--- src/rtl/stdout_pkg.sv ---
// Shared constants and types for the stdout path (APB master and sink decoder).
// Address layout: BASE | cluster << CL_SHIFT | core << CORE_SHIFT.
package stdout_pkg;

  localparam int CL_SHIFT   = 7;
  localparam int CORE_SHIFT = 3;
  localparam int ID_WIDTH   = 4;
  localparam int CHAR_WIDTH = 8;

  typedef struct packed {
    logic [ID_WIDTH-1:0]   cluster;
    logic [ID_WIDTH-1:0]   core;
    logic [CHAR_WIDTH-1:0] ch;
  } stdout_rec_t;

  typedef enum logic [1:0] {
    ST_IDLE   = 2'd0,
    ST_SETUP  = 2'd1,
    ST_ACCESS = 2'd2
  } apb_state_t;

  // Offset of a record's sink register relative to the sink base address.
  function automatic logic [31:0] rec_offset(input stdout_rec_t rec);
    return (32'(rec.cluster) << CL_SHIFT) | (32'(rec.core) << CORE_SHIFT);
  endfunction

endpackage

--- src/rtl/stdout_fifo.sv ---
// Small synchronous show-ahead FIFO; exposes the head and the entry behind it
// so the APB master can chain transfers without an idle cycle.
module stdout_fifo #(
  parameter int DEPTH = 8,
  parameter int WIDTH = 16
) (
  input  logic             clk,
  input  logic             rst,
  input  logic             push,
  input  logic [WIDTH-1:0] push_data,
  input  logic             pop,
  output logic             full,
  output logic             empty,
  output logic             has_next,
  output logic [WIDTH-1:0] head_data,
  output logic [WIDTH-1:0] next_data
);

  localparam int AW = $clog2(DEPTH);

  logic [WIDTH-1:0] mem [DEPTH];
  logic [AW-1:0]    wr_ptr_reg, rd_ptr_reg, rd_ptr_inc;
  logic [AW:0]      count_reg, count_next;
  logic             push_en, pop_en;

  assign full       = (count_reg == (AW+1)'(DEPTH));
  assign empty      = (count_reg == '0);
  assign has_next   = (count_reg >= (AW+1)'(2));
  assign push_en    = push && !full;
  assign pop_en     = pop && !empty;
  assign rd_ptr_inc = rd_ptr_reg + AW'(1);
  assign head_data  = mem[rd_ptr_reg];
  assign next_data  = mem[rd_ptr_inc];

  always_comb begin
    count_next = count_reg;
    case ({push_en, pop_en})
      2'b10:   count_next = count_reg + (AW+1)'(1);
      2'b01:   count_next = count_reg - (AW+1)'(1);
      default: count_next = count_reg;
    endcase
  end

  // Storage carries no reset; only the pointers and count define validity.
  always_ff @(posedge clk) begin
    if (push_en) begin
      mem[wr_ptr_reg] <= push_data;
    end
  end

  always_ff @(posedge clk or posedge rst) begin
    if (rst) begin
      wr_ptr_reg <= '0;
      rd_ptr_reg <= '0;
      count_reg  <= '0;
    end else begin
      if (push_en) wr_ptr_reg <= wr_ptr_reg + AW'(1);
      if (pop_en)  rd_ptr_reg <= rd_ptr_inc;
      count_reg <= count_next;
    end
  end

endmodule

--- src/rtl/stdout_apb_master.sv ---
// Character-record stream to APB write bridge feeding the per-core stdout sink.
// One APB write per buffered character; out-of-range IDs are counted and dropped.
module stdout_apb_master
  import stdout_pkg::*;
#(
  parameter int                    N_CLUSTERS = 4,
  parameter int                    N_CORES    = 8,
  parameter int                    ADDR_WIDTH = 32,
  parameter int                    DATA_WIDTH = 32,
  parameter logic [ADDR_WIDTH-1:0] BASE_ADDR  = '0,
  parameter int                    FIFO_DEPTH = 8
) (
  input  logic                  clk_i,
  input  logic                  rst_i,
  input  logic                  req_valid_i,
  output logic                  req_ready_o,
  input  logic [ID_WIDTH-1:0]   req_cluster_i,
  input  logic [ID_WIDTH-1:0]   req_core_i,
  input  logic [CHAR_WIDTH-1:0] req_char_i,
  output logic                  apb_psel_o,
  output logic                  apb_penable_o,
  output logic                  apb_pwrite_o,
  output logic [ADDR_WIDTH-1:0] apb_paddr_o,
  output logic [DATA_WIDTH-1:0] apb_pwdata_o,
  input  logic                  apb_pready_i,
  input  logic                  apb_pslverr_i,
  output logic                  busy_o,
  output logic [15:0]           drop_cnt_o,
  output logic [15:0]           err_cnt_o
);

  localparam int REC_W = $bits(stdout_rec_t);

  stdout_rec_t           in_rec, head_rec, next_rec;
  logic                  fifo_full, fifo_empty, fifo_has_next;
  logic                  accept, id_ok, push, pop, xfer_err;
  apb_state_t            state_reg, state_next;
  logic [ADDR_WIDTH-1:0] paddr_reg, paddr_next;
  logic [DATA_WIDTH-1:0] pwdata_reg, pwdata_next;
  logic [15:0]           drop_cnt_reg, err_cnt_reg;
  logic [REC_W-1:0]      head_bits, next_bits;

  function automatic logic [ADDR_WIDTH-1:0] rec_addr(input stdout_rec_t rec);
    return BASE_ADDR | ADDR_WIDTH'(rec_offset(rec));
  endfunction

  assign in_rec = '{cluster: req_cluster_i, core: req_core_i, ch: req_char_i};
  assign head_rec = stdout_rec_t'(head_bits);
  assign next_rec = stdout_rec_t'(next_bits);

  assign id_ok = ({1'b0, req_cluster_i} < (ID_WIDTH+1)'(N_CLUSTERS)) &&
                 ({1'b0, req_core_i}    < (ID_WIDTH+1)'(N_CORES));
  assign req_ready_o = !fifo_full;
  assign accept      = req_valid_i && !fifo_full;
  assign push        = accept && id_ok;

  stdout_fifo #(
    .DEPTH (FIFO_DEPTH),
    .WIDTH (REC_W)
  ) u_fifo (
    .clk       (clk_i),
    .rst       (rst_i),
    .push      (push),
    .push_data (in_rec),
    .pop       (pop),
    .full      (fifo_full),
    .empty     (fifo_empty),
    .has_next  (fifo_has_next),
    .head_data (head_bits),
    .next_data (next_bits)
  );

  always_comb begin
    state_next  = state_reg;
    paddr_next  = paddr_reg;
    pwdata_next = pwdata_reg;
    pop         = 1'b0;
    xfer_err    = 1'b0;
    case (state_reg)
      ST_IDLE: begin
        if (!fifo_empty) begin
          paddr_next  = rec_addr(head_rec);
          pwdata_next = DATA_WIDTH'(head_rec.ch);
          state_next  = ST_SETUP;
        end
      end
      ST_SETUP: begin
        state_next = ST_ACCESS;
      end
      ST_ACCESS: begin
        if (apb_pready_i) begin
          pop      = 1'b1;
          xfer_err = apb_pslverr_i;
          // Chain straight into the next SETUP only for an entry already stored.
          if (fifo_has_next) begin
            paddr_next  = rec_addr(next_rec);
            pwdata_next = DATA_WIDTH'(next_rec.ch);
            state_next  = ST_SETUP;
          end else begin
            state_next  = ST_IDLE;
          end
        end
      end
      default: begin
        state_next = ST_IDLE;
      end
    endcase
  end

  always_ff @(posedge clk_i or posedge rst_i) begin
    if (rst_i) begin
      state_reg  <= ST_IDLE;
      paddr_reg  <= '0;
      pwdata_reg <= '0;
    end else begin
      state_reg  <= state_next;
      paddr_reg  <= paddr_next;
      pwdata_reg <= pwdata_next;
    end
  end

  always_ff @(posedge clk_i or posedge rst_i) begin
    if (rst_i) begin
      drop_cnt_reg <= '0;
      err_cnt_reg  <= '0;
    end else begin
      if (accept && !id_ok && (drop_cnt_reg != 16'hFFFF)) begin
        drop_cnt_reg <= drop_cnt_reg + 16'd1;
      end
      if (xfer_err && (err_cnt_reg != 16'hFFFF)) begin
        err_cnt_reg <= err_cnt_reg + 16'd1;
      end
    end
  end

  assign apb_psel_o    = (state_reg != ST_IDLE);
  assign apb_penable_o = (state_reg == ST_ACCESS);
  assign apb_pwrite_o  = apb_psel_o;
  assign apb_paddr_o   = paddr_reg;
  assign apb_pwdata_o  = pwdata_reg;
  assign busy_o        = !fifo_empty || (state_reg != ST_IDLE);
  assign drop_cnt_o    = drop_cnt_reg;
  assign err_cnt_o     = err_cnt_reg;

endmodule
--- config.mk ---
export PLATFORM = sky130hd
export DESIGN_NAME = stdout_apb_master
export DESIGN_NICKNAME = d
export VERILOG_FILES = /design/src/rtl/stdout_pkg.sv /design/src/rtl/stdout_fifo.sv /design/src/rtl/stdout_apb_master.sv
export SDC_FILE = /design/constraint.sdc
export NUM_CORES = 1
export LEC_CHECK = 0
export BUFFER_PORTS_ARGS = -buffer_cell sky130_fd_sc_hd__buf_2
export CAP_MARGIN = 20
export CORE_ASPECT_RATIO = 1.5
export CORE_MARGIN = 3
export CORE_UTILIZATION = 45
export DETAILED_ROUTE_END_ITERATION = 7
export SLEW_MARGIN = 40
export SYNTH_ARGS = -nofsm -noshare
export SYNTH_HDL_FRONTEND = slang
export SYNTH_HIERARCHICAL = 1
export SYNTH_SLANG_ARGS = --single-unit
--- constraint.sdc ---
create_clock -name clk_i -period 3.8 [get_ports clk_i]
set_input_delay 0.19 -clock clk_i [delete_from_list [all_inputs] [get_ports clk_i]]
set_output_delay 0.19 -clock clk_i [all_outputs]
set_load 0.01 [all_outputs]
Word-level counts from Yosys, hierarchy flattened
Memory sizes are Yosys's and may differ from the RTL's.
Cells that the tools add are included.
{"block": "totals", "latchBits": 0, "ff_bits": 108, "input_bits": 21, "ramBits": 128, "romBits": 0, "out_inout_bits": 101, "wordCells": 68, "mem_count": 1}
{"memory": "u_fifo.mem", "depth": 8, "word_bits": 16, "read_ports": 2, "rd_ports_with_merged_regs": 0, "wr": 1, "line": "stdout_fifo.sv:21", "rtl": "logic [WIDTH-1:0] mem [DEPTH];"}
{"block": "classes", "div_mod_pow": 0, "bitwise": 2, "n_mux": 19, "addsub": 6, "n_lt_le_gt_ge": 3, "multipliers": 0, "shifts": 0, "n_reduce_logical": 19, "n_eq_ne": 10}
{"cell": "32-bit two-way mux", "count": 6}
{"cell": "32-bit case mux with 2 select lines", "count": 2}
{"cell": "16-bit by 1-bit adder with 16-bit output, second input constant", "count": 2}
{"cell": "16-bit inequality test, second input constant", "count": 2}
{"cell": "11-bit by 7-bit OR with 11-bit output", "count": 2}
{"cell": "1-bit logical AND", "count": 8}
{"cell": "4-bit case mux with 2 select lines", "count": 1}
{"cell": "1-bit two-way mux", "count": 7}
{"cell": "3-bit by 1-bit adder with 3-bit output, second input constant", "count": 2}
{"cell": "2-bit case mux with 3 select lines", "count": 1}
{"cell": "2-bit nonzero test", "count": 3}
{"cell": "4-bit by 1-bit adder with 4-bit output, second input constant", "count": 1}
{"cell": "2-bit by 1-bit == test with 1-bit output, second input constant", "count": 2}
{"cell": "2-bit == test, second input constant", "count": 2}
{"cell": "4-bit == test, second input constant", "count": 1}
{"cell": "4-bit by 2-bit greater-or-equal comparator with 1-bit output, second input constant", "count": 1}
{"cell": "4-bit logical NOT", "count": 1}
{"cell": "4-bit by 3-bit less-than comparator with 1-bit output, second input constant", "count": 1}
{"cell": "4-bit less-than comparator, second input constant", "count": 1}
{"cell": "2-bit two-way mux", "count": 2}
{"cell": "2-bit by 1-bit inequality test with 1-bit output, second input constant", "count": 2}
{"cell": "4-bit AND reduction", "count": 1}
{"cell": "4-bit by 1-bit subtractor with 4-bit output, second input constant", "count": 1}
{"cell": "1-bit logical NOT", "count": 3}
{"cell": "4 further kinds", "count": 4}

Logic depth before layout (Yosys ltp)
{"block": "depth", "ltp_word": 7, "depth_mapped": 11, "mapped_depth_nobuf": 10}

Cells and area by module
Netlist, hierarchy kept.
{"module": "stdout_fifo", "cells_each": 313, "seq_area_each_um2": 4093.9, "instances": 1, "area_per_inst_um2": 6588.8}
{"module": "stdout_apb_master", "cells_each": 272, "seq_area_each_um2": 1251.2, "instances": 1, "area_per_inst_um2": 2763.9}

Least setup slack after synthesis
No wires, ideal clock.
{"block": "synth_timing", "path_kind": "register to register", "from": "register u_fifo.count_reg[0]", "to": "register u_fifo.count_reg[3]", "setup_ns": 0.134, "stages_incl_launch_ff": 12, "n_path_buf": 1, "required_time_ns": 3.666, "slack_ns": 0.804, "t_arrival_ns": 2.863, "synth_period_minus_slack_ns": 2.996, "cell_sequence": "dfrtp_1 -> buf_6 -> or4b_4 -> inv_1 -> inv_1 -> and3_1 -> nand2_2 -> ha_1 -> ha_1 -> or4b_2 -> o311ai_0 -> o211ai_1"}
{"block": "synth_between", "elab_chain_cells": 7, "word_cells_on_any_way": 14, "cone_classes": "add/sub (2); eq/ne (3); mux (1); reduce/logical (8)"}
{"element": "from (decl)", "line": "stdout_fifo.sv:23", "rtl": "logic [AW:0] count_reg, count_next;"}
{"element": "from (signal assigned)", "line": "stdout_fifo.sv:59", "rtl": "count_reg <= count_next;"}
{"element": "4-bit == test (*)", "line": "stdout_fifo.sv:26", "rtl": "assign full = (count_reg == (AW+1)'(DEPTH));"}
{"element": "named net fifo_full", "line": "stdout_apb_master.sv:35", "rtl": "logic fifo_full, fifo_empty, fifo_has_next;"}
{"element": "1-bit logical NOT (*)"}
{"element": "named net req_ready_o", "line": "stdout_apb_master.sv:16", "rtl": "output logic req_ready_o,"}
{"element": "1-bit logical AND (*)", "line": "stdout_apb_master.sv:54", "rtl": "assign accept = req_valid_i && !fifo_full;"}
{"element": "1-bit logical AND (*)", "line": "stdout_apb_master.sv:55", "rtl": "assign push = accept && id_ok;"}
{"element": "named net push", "line": "stdout_apb_master.sv:36", "rtl": "logic accept, id_ok, push, pop, xfer_err;"}
{"element": "1-bit logical AND (*)", "line": "stdout_fifo.sv:29", "rtl": "assign push_en = push && !full;"}
{"element": "2-bit by 1-bit == test with 1-bit output / 2-bit == test (equally long branches)", "line": "stdout_fifo.sv:37", "rtl": "case ({push_en, pop_en})"}
{"element": "4-bit case mux with 2 select lines / 2-bit nonzero test (equally long branches)"}
The timed path passes the listed nets; every way through them passes the cells marked *.
A chain may end at the register's enable or synchronous reset.

Worst setup path after layout
{"block": "layout_timing", "from": "register u_fifo.count_reg[0]", "to": "register u_fifo.count_reg[3]"}
{"block": "layout_between", "elab_chain_cells": 7, "word_cells_on_any_way": 14, "cone_classes": "add/sub (2); eq/ne (3); mux (1); reduce/logical (8)"}
{"element": "4-bit == test (*)", "line": "stdout_fifo.sv:26"}
{"element": "named net fifo_full", "line": "stdout_apb_master.sv:35"}
{"element": "1-bit logical NOT (*)", "line": "stdout_apb_master.sv:54"}
{"element": "1-bit logical AND (*)", "line": "stdout_apb_master.sv:54"}
{"element": "1-bit logical AND (*)", "line": "stdout_apb_master.sv:55"}
{"element": "named net push", "line": "stdout_apb_master.sv:36"}
{"element": "1-bit logical AND (*)", "line": "stdout_fifo.sv:29"}
{"element": "2-bit by 1-bit == test with 1-bit output / 2-bit == test (equally long branches)", "line": "stdout_fifo.sv:37"}
{"element": "4-bit case mux with 2 select lines / 2-bit nonzero test (equally long branches)"}
Marks and branches as above.

==> summary.txt <==
Setup path
  – Critical Setup Path Class: flop to flop
  – Worst endpoint data arrival time: 3480 ps
  – Largest fanout on the critical path: 9
  – R2r setup slk: 630 ps
  – CP Data Required Time: 4110 ps
  – Kind of start point of the critical path: flop
  – Worst setup EP type: flop

Yosys
  – Area of the mapped netlist: 0.009353 mm^2
  – Number of unique standard cell types used by synthesis: 57
  – Mean instance size in the synthesized netlist: 15.99 um^2
  – Asr flop ratio synth: 0.3191
  – Post-Synth Adder-Cell Area: 0.01151
  – Main combinational cell family by area after synthesis: multiplexers
  – Yosys Warn Count: 6
  – Synthesized-area fraction occupied by xor and xnor cells: 0.03077
  – Sequential fraction of the synthesis area: 0.5715
  – Number of flops mapped to enable cells by yosys: 128
  – Share of synthesized area spent on multiplexers: 0.2285
  – Basic-gate share of the synthesized area counting and, or, nand and nor cells: 0.07050
  – Flip-flop and latch count after synthesis: 188
  – Synth Instances: 585
  – Most common flop cell mapped by yosys: edfxtp_1
  – Synthesized-area fraction occupied by ao, oa, aoi and oai cells: 0.02247

Timing
  – Final slew viol count: 0
  – Clock period minus final worst setup slack: 3174 ps
  – Fmax: 315.0 MHz
  – Worst slew margin: 0.5131
  – Post-route clock period utilization: 0.8353
  – Setup TNS after final layout: 0 ps
  – Hold violation total from the final report: 0
  – Unrepaired setup endpoints after global routing: no
  – Final Setup Violations: 0
  – Actual transition at the worst max-transition pin: ~720 ps
  – Skew final: ~8.6 ps

Detailed routing
  – Total detailed-routing wirelength: 19220 um
  – Vias: 5194
  – Number of vias per cell: 5.502
  – Number of antenna-violating nets in the routed design: 0
  – DRC errors left: 0
  – DR top layer: met4
  – First-pass DRT Iterations: 4
  – First DRT Iteration DRCs: 239
  – Length of routed wiring on met1: 7214 um
  – Average wire per cell in the routed design: 20.36 um
  – Met2 routed wirelength: 11070 um
  – Detailed route wirelength on metal3: between 600 and 700 um

Die
  – Core Footprint: 0.02042 mm^2
  – Number of primary I/O pins: 122
  – Die Footprint: 0.02259 mm^2
  – Die Height: between 150 and 200 um
  – Chip Width: 123.7 um
  – Initial core utilization: 0.4580
  – Cell Rows: 64

GRT
  – Final global-route overflow total: 0
  – Total routing resource utilization after global routing: 0.1773
  – Number of antenna violations at the first check in global routing: 0
  – Maximum number of pins on one net before global-route repair: 66
  – Global-route wire length before repair: 29900 um
  – Number of global-route vias before repair: roughly 5500

Power and ir drop
  – Proportion of total power due to net switching: 0.3345
  – Power density of the placed cells: roughly 700 mW/mm^2
  – Pint: 4.826 mW
  – Worst ir drop on vdd: 0.3129 mV
  – Sw power: 2.425 mW
  – Leakage power of the design: 3.957 nW
  – Total Power Consumption: slightly above 7 mW
  – Combinational Power Share: 0.399
  – Flop pwr share: 0.366
  – Share of total power in the clock network: 0.234

Min path
  – Type of the tightest min-delay check: input pin to flop

Place
  – HPWL after detailed placement: around 13000 um
  – Placer congestion estimate: 0.7372
  – Total cell area at the placement stage: 0.009832 mm^2
  – Count of buffers from port buffering: 73

Layout
  – Share of layout cells above drive strength 1: 0.3206
  – Layout fillers: 1732
  – Number of flip-flops under the largest register name: 128
  – Post-route design area: ~0.010 mm^2
  – Synth-to-layout area growth: 11.34%
  – Final antenna diode count: 0
  – Number of nets in the layout: 696
  – Most used cells in the layout excluding fill and tap cells: edfxtp_1 (128), buf_2 (73), dfrtp_1 (59), conb_1 (48), mux4_2 (37)
  – Most common cell after layout, fill and taps aside: edfxtp_1
  – Register name with the most flops: u_fifo/mem

Clock tree
  – TritonCTS Buffers: 17
  – # clock sinks: ~190
  – Clk Latency, worst-skew pair: 430 ps
  – Root Buffer Master: clkbuf_16
  – Cts repair resizes: 0
  – Setup repair bufs after CTS: 0
  – Hold buffers post-CTS: 1
  – Max Root-Sink Buffers: 2
  – Maximum level of the CTS H-tree: 4
  – TritonCTS clock tree: done
  – Clock-pin slew on the worst setup and hold paths: approximately 70 ps

Job
  – Maximum capacitance violations: 0

Outcome
  – Run status: finished, final reports clean
## final timing paths
kind | cells past startpoint | end | start
worst min register to register | 1 | drop_cnt_o[15]$_DFFE_PP0P_ | drop_cnt_o[15]$_DFFE_PP0P_
worst min-delay path | 1 | u_fifo/mem[6][13]$_DFFE_PP_ | req_cluster_i[1]
worst max-delay path | 10 | u_fifo/count_reg[3]$_DFFE_PP0P_ | u_fifo/count_reg[0]$_DFFE_PP0P_
min in group asynchronous | 3 | u_fifo/count_reg[0]$_DFFE_PP0P_ | rst_i
worst max register to register | 10 | u_fifo/count_reg[3]$_DFFE_PP0P_ | u_fifo/count_reg[0]$_DFFE_PP0P_
max in group asynchronous | 4 | apb_pwdata_o[6]$_DFFE_PP0P_ | rst_i
## critical path, cell delays in order, from the launching register on
cell	delay, ps
dfrtp_1	470
or4b_4	610
inv_1	90
inv_1	40
and3_1	200
nand2_2	100
ha_1	330
ha_1	350
or4b_2	620
o311ai_0	120
o211ai_1	110
## routing by layer
layer / track usage / up-vias
met1: 0.1902 / 2685
met2: 0.3406 / 120
li1: - / 2371
met3: 0.03132 / 18
met4: 0.05854 / 0
met5: 0 / -
## cells in the mapped netlist, types with 2 or more instances
cell type | instances | area [um^2]
nor2_1 | 32 | 120.1
nand4_1 | 15 | 93.84
nand3_1 | 14 | 70.07
xnor2_1 | 20 | 175.2
and3_1 | 5 | 31.28
or3_1 | 3 | 18.77
ha_1 | 7 | 87.58
clkbuf_1 | 5 | 18.77
nand2b_1 | 3 | 18.77
o21ai_0 | 2 | 10.01
mux4_2 | 37 | 833.3
mux2_4 | 2 | 30.03
o31ai_1 | 2 | 15.01
or2_2 | 2 | 12.51
edfxtp_1 | 128 | 3844
nand2_1 | 11 | 41.29
nand4b_1 | 2 | 17.52
nor3_1 | 10 | 50.05
mux4_1 | 27 | 709.4
mux2i_1 | 17 | 170.2
nor3b_1 | 4 | 30.03
buf_2 | 9 | 45.04
inv_1 | 9 | 33.78
nor4_1 | 3 | 18.77
buf_6 | 7 | 78.83
buf_4 | 51 | 382.9
dfrtp_1 | 60 | 1501
xor2_1 | 11 | 96.34
a21oi_1 | 22 | 110.1
and4_1 | 4 | 35.03
mux2_2 | 35 | 394.1
## metrics by stage
step,worst slack [ps],hold slack (ps),std cells,util
2_1_floorplan,803.7,30.18,632,-
3_3_place_gp,754.2,214.5,911,0.4808
3_5_place_dp,638.3,222.7,911,0.4815
4_1_cts,620.1,10.06,944,0.5097
5_1_grt,438.6,19.26,944,0.5100
6_report,625.7,34.34,944,0.5100
## area by class of cell
cell class	count	area [um^2]	area share
clock buffers	18	429.2	0.04121
well taps	264	330.3	0.03172
clock inverters	14	136.4	0.01310
flip-flops and latches	188	5346	0.5134
multi-input cells	359	3615	0.3471
inverters	10	37.54	0.003604
repair buffers	91	519.2	0.04986
## cells by family (layout without fill, tap and decap cells)
logic type,Yosys count,after routing
AO/OA/AOI/OAI,34,34
XOR/XNOR,32,32
adder cells (fa/ha/maj),8,8
buffers and inverters,85,133
flip-flops,188,188
multiplexers,118,118
other,1,48
AND/OR/NAND/NOR,119,119
## power by group through the flow
| stage | sequential (mW) | combinational (mW) | clock [mW] |
|---|---|---|---|
| floorplan | 2.70 | 2.27 | 0 |
| global placement | 2.68 | 2.90 | 0 |
| detailed placement | 2.69 | 2.95 | 0 |
| CTS | 2.66 | 2.97 | 1.74 |
| global route | 2.69 | 3.16 | 1.83 |
| finish | 2.66 | 2.90 | 1.70 |
Note: power is estimated with default switching activity, not from simulation.
